`config.mk`:
```
export PLATFORM = sky130hd
export DESIGN_NAME = uart_word_loader
export DESIGN_NICKNAME = d
export VERILOG_FILES = /design/src/rtl/uart_word_loader.sv
export SDC_FILE = /design/constraint.sdc
export NUM_CORES = 1
export LEC_CHECK = 0
export ABC_AREA = 1
export BUFFER_PORTS_ARGS = -buffer_cell sky130_fd_sc_hd__buf_2
export CORE_ASPECT_RATIO = 1.5
export CORE_UTILIZATION = 50
export CTS_BUF_LIST = sky130_fd_sc_hd__clkbuf_16
export DETAILED_ROUTE_END_ITERATION = 7
export GPL_ROUTABILITY_DRIVEN = 0
export PLACE_DENSITY_LB_ADDON = 0.05
export SYNTH_ARGS = -nofsm -noshare
export SYNTH_HDL_FRONTEND = slang
export SYNTH_SLANG_ARGS = --single-unit
```
`constraint.sdc`:
```
create_clock -name clk -period 2.6 [get_ports clk]
set_input_delay 0.26 -clock clk [delete_from_list [all_inputs] [get_ports clk]]
set_output_delay 0.26 -clock clk [all_outputs]
set_load 0.005 [all_outputs]
```
`src/rtl/uart_word_loader.sv`:
```
// uart_word_loader
//   Receive-side UART front end. Deserialises 8N1 bytes from rx and packs
//   16 consecutive bytes little-endian into a 128-bit word. Each completed
//   word is presented as a one-cycle uart_en strobe with uart_value and
//   uart_addr, which then hold until the next strobe.
//
// Ports
//   clk        system clock
//   rst        asynchronous active-low reset
//   rx         UART serial input, idle high, asynchronous to clk
//   addr_clr   synchronous clear of word address, lane pointer, partial word
//   uart_en    one-cycle word-valid strobe
//   uart_value assembled 128-bit word (byte lane 0 in [7:0])
//   uart_addr  word address of the current strobe
//   frame_err  one-cycle pulse on a bad stop bit
//   busy       high while a frame is in progress
//
// state   | meaning
// --------+---------------------------------------------------------------
// S_IDLE  | line idle, waiting for a synchronised 1->0 edge
// S_START | waiting half a bit to re-check the start bit (glitch filter)
// S_DATA  | sampling 8 data bits LSB first, one per bit period
// S_STOP  | waiting one bit period, then checking the stop bit

module uart_word_loader #(
  parameter int CLKS_PER_BIT = 434,
  parameter int ADDR_W       = 16
) (
  input  logic              clk,
  input  logic              rst,
  input  logic              rx,
  input  logic              addr_clr,
  output logic              uart_en,
  output logic [127:0]      uart_value,
  output logic [ADDR_W-1:0] uart_addr,
  output logic              frame_err,
  output logic              busy
);

  localparam int CNT_W = $clog2(CLKS_PER_BIT);
  localparam logic [CNT_W-1:0] FULL_LOAD = CNT_W'(CLKS_PER_BIT - 1);
  localparam logic [CNT_W-1:0] HALF_LOAD = CNT_W'(CLKS_PER_BIT / 2 - 1);

  typedef enum logic [1:0] {S_IDLE, S_START, S_DATA, S_STOP} state_t;

  state_t              state_q, state_d;
  logic                rx_meta_q, rx_sync_q, rx_prev_q;
  logic [CNT_W-1:0]    cnt_q, cnt_d;
  logic [2:0]          bit_q, bit_d;
  logic [7:0]          shift_q, shift_d;
  logic [3:0]          lane_q, lane_d;
  logic [127:0]        word_q, word_d;
  logic [ADDR_W-1:0]   addr_q, addr_d;
  logic                en_q, en_d;
  logic [127:0]        value_q, value_d;
  logic [ADDR_W-1:0]   addr_out_q, addr_out_d;
  logic                ferr_q, ferr_d;
  logic                accept;

  always_ff @(posedge clk or negedge rst) begin
    if (!rst) begin
      rx_meta_q  <= 1'b1;
      rx_sync_q  <= 1'b1;
      rx_prev_q  <= 1'b1;
      state_q    <= S_IDLE;
      cnt_q      <= '0;
      bit_q      <= '0;
      shift_q    <= '0;
      lane_q     <= '0;
      word_q     <= '0;
      addr_q     <= '0;
      en_q       <= 1'b0;
      value_q    <= '0;
      addr_out_q <= '0;
      ferr_q     <= 1'b0;
    end else begin
      rx_meta_q  <= rx;
      rx_sync_q  <= rx_meta_q;
      rx_prev_q  <= rx_sync_q;
      state_q    <= state_d;
      cnt_q      <= cnt_d;
      bit_q      <= bit_d;
      shift_q    <= shift_d;
      lane_q     <= lane_d;
      word_q     <= word_d;
      addr_q     <= addr_d;
      en_q       <= en_d;
      value_q    <= value_d;
      addr_out_q <= addr_out_d;
      ferr_q     <= ferr_d;
    end
  end

  always_comb begin
    state_d    = state_q;
    cnt_d      = cnt_q;
    bit_d      = bit_q;
    shift_d    = shift_q;
    lane_d     = lane_q;
    word_d     = word_q;
    addr_d     = addr_q;
    en_d       = 1'b0;
    value_d    = value_q;
    addr_out_d = addr_out_q;
    ferr_d     = 1'b0;
    accept     = 1'b0;

    case (state_q)
      S_IDLE: begin
        // Edge rather than level: a line left low after a bad stop bit
        // must go high again before another frame can start.
        if (rx_prev_q && !rx_sync_q) begin
          state_d = S_START;
          cnt_d   = HALF_LOAD;
        end
      end
      S_START: begin
        if (cnt_q == '0) begin
          if (!rx_sync_q) begin
            state_d = S_DATA;
            bit_d   = 3'd0;
            cnt_d   = FULL_LOAD;
          end else begin
            state_d = S_IDLE;
          end
        end else begin
          cnt_d = cnt_q - 1'b1;
        end
      end
      S_DATA: begin
        if (cnt_q == '0) begin
          shift_d = {rx_sync_q, shift_q[7:1]};
          cnt_d   = FULL_LOAD;
          if (bit_q == 3'd7) state_d = S_STOP;
          else               bit_d   = bit_q + 3'd1;
        end else begin
          cnt_d = cnt_q - 1'b1;
        end
      end
      S_STOP: begin
        if (cnt_q == '0) begin
          // Back to idle at mid stop bit so a following start edge is caught.
          state_d = S_IDLE;
          if (rx_sync_q) accept = 1'b1;
          else           ferr_d = 1'b1;
        end else begin
          cnt_d = cnt_q - 1'b1;
        end
      end
      default: state_d = S_IDLE;
    endcase

    if (accept) begin
      word_d[{lane_q, 3'b000} +: 8] = shift_q;
      lane_d = lane_q + 4'd1;
      if (lane_q == 4'd15) begin
        en_d       = 1'b1;
        value_d    = word_d;
        addr_out_d = addr_q;
        addr_d     = addr_q + 1'b1;
      end
    end

    // Clear wins over the increment; a coincident strobe keeps the old address.
    if (addr_clr) begin
      addr_d = '0;
      lane_d = '0;
      word_d = '0;
    end
  end

  assign uart_en    = en_q;
  assign uart_value = value_q;
  assign uart_addr  = addr_out_q;
  assign frame_err  = ferr_q;
  assign busy       = (state_q != S_IDLE);

endmodule
```
After elaboration in Yosys (flattened, before gate mapping)
Index checks and enable logic that the tools add are counted.

Logic and storage cells: 83. Input bits: 4. Register bits after elaboration: 319.

Add/subtract/negate cells: 5. Mux-type cells: 34. Equality and inequality tests: 14. Reductions and logical operators: 14. Shift operators: 2.

Operator list (count): 128-bit two-way mux (2); 128-bit bitwise mux (1); 8-bit by 9-bit variable shift with 128-bit output, first input constant (1); 8-bit by 9-bit variable part select with 128-bit output (1); 16-bit two-way mux (3); 9-bit two-way mux (5); 9-bit one-hot mux with 4 select lines (1); 16-bit by 1-bit adder with 16-bit output, second input constant (1); 2-bit inequality test, second input constant (8); 2-bit two-way mux (6); 3-bit two-way mux (4); 5-bit AND reduction (2); 9-bit logical NOT (1); 7-bit negator with 9-bit output (1); 9-bit by 1-bit subtractor with 9-bit output, second input constant (1); 1-bit two-way mux (8); 4-bit two-way mux (2); 2-bit one-hot mux with 4 select lines (1); 2-bit nonzero test (4); 3-bit one-hot mux with 2 select lines (1); 2-bit AND reduction (3); 4-bit by 1-bit adder with 4-bit output, second input constant (1); 2-bit == test, second input constant (2); 4-bit == test, second input constant (1); other kinds (8) (8).

Longest topological paths before layout
Depth after elaboration: 5. Gate-level depth with buffers: 14.

Least setup slack after synthesis
Ideal clock, no wire load.

Path type: flip-flop to flip-flop. From: register lane_q[0]. To: register value_q[0] (netlist: uart_value[0]). Stages on the path, launching flop included: 10. Data arrival time: 1.888 ns. Required time: 2.483 ns. Path slack: 0.595 ns. Setup time: 0.117 ns. Path through: dfrtp_1 > buf_2 > inv_2 > ha_1 > clkinv_1 > nand4_1 > clkbuf_1 > o21ai_0 > nand2_1 > nand2_1.

Word-level cells in the longest chain between the ends: 3.

RTL lines: start: declaration (line 51) `logic [3:0] lane_q, lane_d;`; start signal: assignment (line 84) `lane_q <= lane_d;`; 7-bit negator with 9-bit output (line 154) `word_d[{lane_q, 3'b000} +: 8] = shift_q;`; 8-bit by 9-bit variable part select with 128-bit output / 8-bit by 9-bit variable shift with 128-bit output (equally long branches) (line 154); 128-bit bitwise mux (line 154); end signal: assignment (line 88) `value_q <= value_d;`; end: declaration (line 55) `logic [127:0] value_q, value_d;`.

Several ways; a longest one is shown, not always the timed one. A chain may end at the register's enable or synchronous reset.

Worst setup path after layout
From: register lane_q[1]. To: register value_q[98] (netlist: uart_value[98]).

The elaborated chain is that of the path after synthesis.

==> flow_summary_export.csv <==
group,metric,value,unit
route,vias,13100,
yosys,syn_nets,1990,
die,ios,151,
clock_tree,cts.reportedPaths.clkPinSlew,0.06,ns
run_status,status,"complete, no violations",
clock_tree,ctsRootBufferMaster,"clkbuf_16",
route,vias_per_cell,5.16,
worst_setup_path,worstSetupPathType,"reg2reg",
grt,grt_pass1_wl,66200,µm
timing,slew_headroom,51.2,%
die,die_area,30900,µm²
worst_setup_path,startpoint_type,"flop",
placement,io_buffers,150,
worst_hold_path,min_path_type,"in2reg",
die,die_h,215,µm
yosys,ys_seq_area_share,52.9,%
timing,period_minus_slack,2.30,ns
timing,setup_violations,0,
power_and_ir_drop,p_per_area,596,nW/µm²
worst_setup_path,worst_r2r_startpoint,"lane_q[1]$_DFFE_PN0P_",
layout,nets,2134,
worst_setup_path,crit_arrival,2.81,ns
route,drt_wl_total,40700,µm
timing,worst_slew_pin_slew,0.732,ns
grt,grt_usage,27.3,%
worst_setup_path,r2r_cells,10,
yosys,ys_seq_elements,319,
layout,drive_gt1_share,12.2,%
placement,post-dp-hpwl,27500,µm
route,first_iter_violations,847,
worst_hold_path,min_path_cells,4,
worst_hold_path,hp-start,"addr_clr",
worst_setup_path,rr_endpoint,"uart_value[98]$_DFFE_PN0P_",
timing,fin_tns_setup,0,ns
yosys,syn_area_per_cell,7.66,µm²
die,die_w,144,µm
worst_hold_path,hold_path_end,"addr_q[5]$_DFFE_PN0P_",
worst_setup_path,required,3.11,ns
yosys,netlist_instances,1972,
clock_tree,ctsHoldBuffers,2,
timing,drv_slew,0,
layout,fin_util,58.7,%
worst_setup_path,endpoint_kind,"flop",
route,ant_nets,0,
timing,fmax,0.435,GHz
route,drc,0,
timing,timing.final.ws_setup,0.299,ns
power_and_ir_drop,p_leak,9.86,nW
power_and_ir_drop,peakVddDrop,0.659,mV
yosys,yosys_warnings,0,
yosys,ys_types,27,
clock_tree,post_cts_resized,0,
grt,antenna_found_initial,0,
route,drt_pass1_iterations,7,
layout,syn2layout_area_growth,14.9,%
timing,fin_crit_sh,88.5,%
layout,antenna_cells,0,
timing,rsz0062_at_grt,"no",
timing,finClkSkew,0.0123,ns
layout,fill_cells,2805,
grt,grt_pass1_vias,12800,
die,coreArea,29600,µm²
grt,grt_max_degree,112,
clock_tree,clock_latency,0.58,ns
die,start_util,51.1,%
clock_tree,clock_sinks,319,
clock_tree,clockBufferDepth,3,
clock_tree,htreeDepth,1,
grt,grt_overflow,0,
clock_tree,cts_buffers,31,
route,routedWlPerCell,16.1,µm
clock_tree,cts_tree,"done",
timing,hold_viol,0,
clock_tree,cts_setup_buffers,0,
placement,dpl_worst_slack,0.319,ns
worst_setup_path,reg2reg_slack,0.30,ns
die,row_count,77,
yosys,syn_area,15100,µm²
job,maxCapViolations,0,
worst_setup_path,cp_max_fo,12,
-- cells in the mapped netlist --
cell / count / area share [%]
clkinv_1: 9 / 0.22
inv_1: 143 / 3.6
o21bai_1: 2 / 0.099
buf_6: 5 / 0.37
nand3_1: 264 / 8.7
buf_2: 59 / 2.0
a21oi_1: 8 / 0.27
clkbuf_1: 7 / 0.17
nand2_2: 5 / 0.21
buf_4: 13 / 0.65
nand2_1: 937 / 23
ha_1: 14 / 1.2
dfstp_2: 3 / 0.52
inv_2: 5 / 0.12
nor2_2: 8 / 0.33
nand4_1: 6 / 0.25
nor2_4: 6 / 0.45
dfrtp_1: 316 / 52
nor3_1: 1 / 0.033
xnor2_1: 2 / 0.12
o21ai_1: 44 / 1.5
o22ai_1: 2 / 0.083
nor2_1: 49 / 1.2
xor2_1: 7 / 0.41
nand3_2: 1 / 0.066
o21ai_0: 53 / 1.8
or2_2: 3 / 0.12
-- routing by layer --
metal	wire length, µm	track usage [%]	vias to the layer above	share of wire, %
met5	0	0	-	0
met4	1550	11.4	0	3.8
met3	2030	3.72	88	5.0
met2	20000	46.1	346	49
met1	17100	34.9	6182	42
li1	-	-	6470	-
-- worst max-delay path by stage --
| stage | from | to | slack [ns] | cells past startpoint |
|---|---|---|---|---|
| finish | lane_q[1]$_DFFE_PN0P_ | uart_value[98]$_DFFE_PN0P_ | 0.30 | 10 |
| detailed placement | lane_q[1]$_DFFE_PN0P_ | uart_value[98]$_DFFE_PN0P_ | 0.32 | 10 |
| global placement | lane_q[1]$_DFFE_PN0P_ | uart_value[98]$_DFFE_PN0P_ | 0.34 | 10 |
| global route | lane_q[1]$_DFFE_PN0P_ | uart_value[98]$_DFFE_PN0P_ | 0.15 | 10 |
| CTS | lane_q[1]$_DFFE_PN0P_ | uart_value[98]$_DFFE_PN0P_ | 0.30 | 10 |
| floorplan | lane_q[0]$_DFFE_PN0P_ | uart_value[0]$_DFFE_PN0P_ | 0.60 | 9 |
-- state kept, by name (all words and copies together) (netlist names), named ones only --
| signal | flops |
|---|---|
| uart_value | 128 |
| word_q | 128 |
| addr_q | 16 |
| uart_addr | 16 |
| cnt_q | 9 |
| shift_q | 8 |
| lane_q | 4 |
| bit_q | 3 |
| frame_err | 1 |
| rx_meta_q | 1 |
| rx_prev_q | 1 |
| rx_sync_q | 1 |
| state_q | 1 |
| uart_en | 1 |
-- worst max-delay path, cell delays in order (launching register included) --
cell and delay (ns):
dfrtp_1 0.41, inv_1 0.11, ha_1 0.34, clkinv_1 0.15
buf_4 0.20, nand2_1 0.10, nor2_4 0.28, nand2_1 0.28
nand2_1 0.15, nand3_1 0.11, nand2_1 0.09
-- power by group --
group,internal (mW),switching [mW]
logic,0.325,0.757
clock network,2.24,1.90
registers,5.04,0.0741
-- layout by cell type, fill, tap and decap left out, types with 4 or more instances in the layout --
cell type / instances
nand2_1: 937
ha_1: 14
nand4_1: 6
nand3_1: 264
o21ai_0: 53
xor2_1: 7
buf_4: 26
buf_12: 17
nand2_2: 5
dfrtp_1: 316
inv_1: 154
nor2_4: 7
nor2_1: 49
nor2_2: 7
o21ai_1: 44
a21oi_1: 8
clkinv_2: 5
clkbuf_16: 31
buf_2: 149
inv_2: 4
clkinv_1: 16
-- metrics by stage --
step | area [µm²] | total power [mW] | instances | hold WS (ns)
final | 17300 | 10.3 | 2534 | 0.0574
after global routing | 17300 | 10.8 | 2534 | 0.0770
after CTS | 17300 | 10.4 | 2534 | 0.0454
after detailed placement | 16400 | 6.29 | 2476 | 0.347
after global placement | 16400 | 6.27 | 2476 | 0.348
after floorplan | 15100 | 5.90 | 1972 | -0.0356
-- cells by family after synthesis --
| kind of cell | after synthesis | share of synthesized area, % |
|---|---|---|
| buffers and inverters | 241 | 7.05 |
| XOR/XNOR | 9 | 0.522 |
| adder cells (fa/ha/maj) | 14 | 1.16 |
| AO/OA/AOI/OAI | 109 | 3.66 |
| flip-flops | 319 | 52.9 |
| AND/OR/NAND/NOR | 1280 | 34.7 |
-- final cells by class --
cell class / count / area (µm²) / share of cell area, %
clock buffer: 31 / 776 / 4.47
clock inverter: 25 / 129 / 0.743
inverter: 157 / 593 / 3.42
multi-input combinational: 1412 / 6050 / 34.9
sequential: 319 / 7990 / 46.0
tap: 395 / 494 / 2.85
timing repair buffer: 195 / 1320 / 7.59
Note: power is estimated with default switching activity, not from simulation.
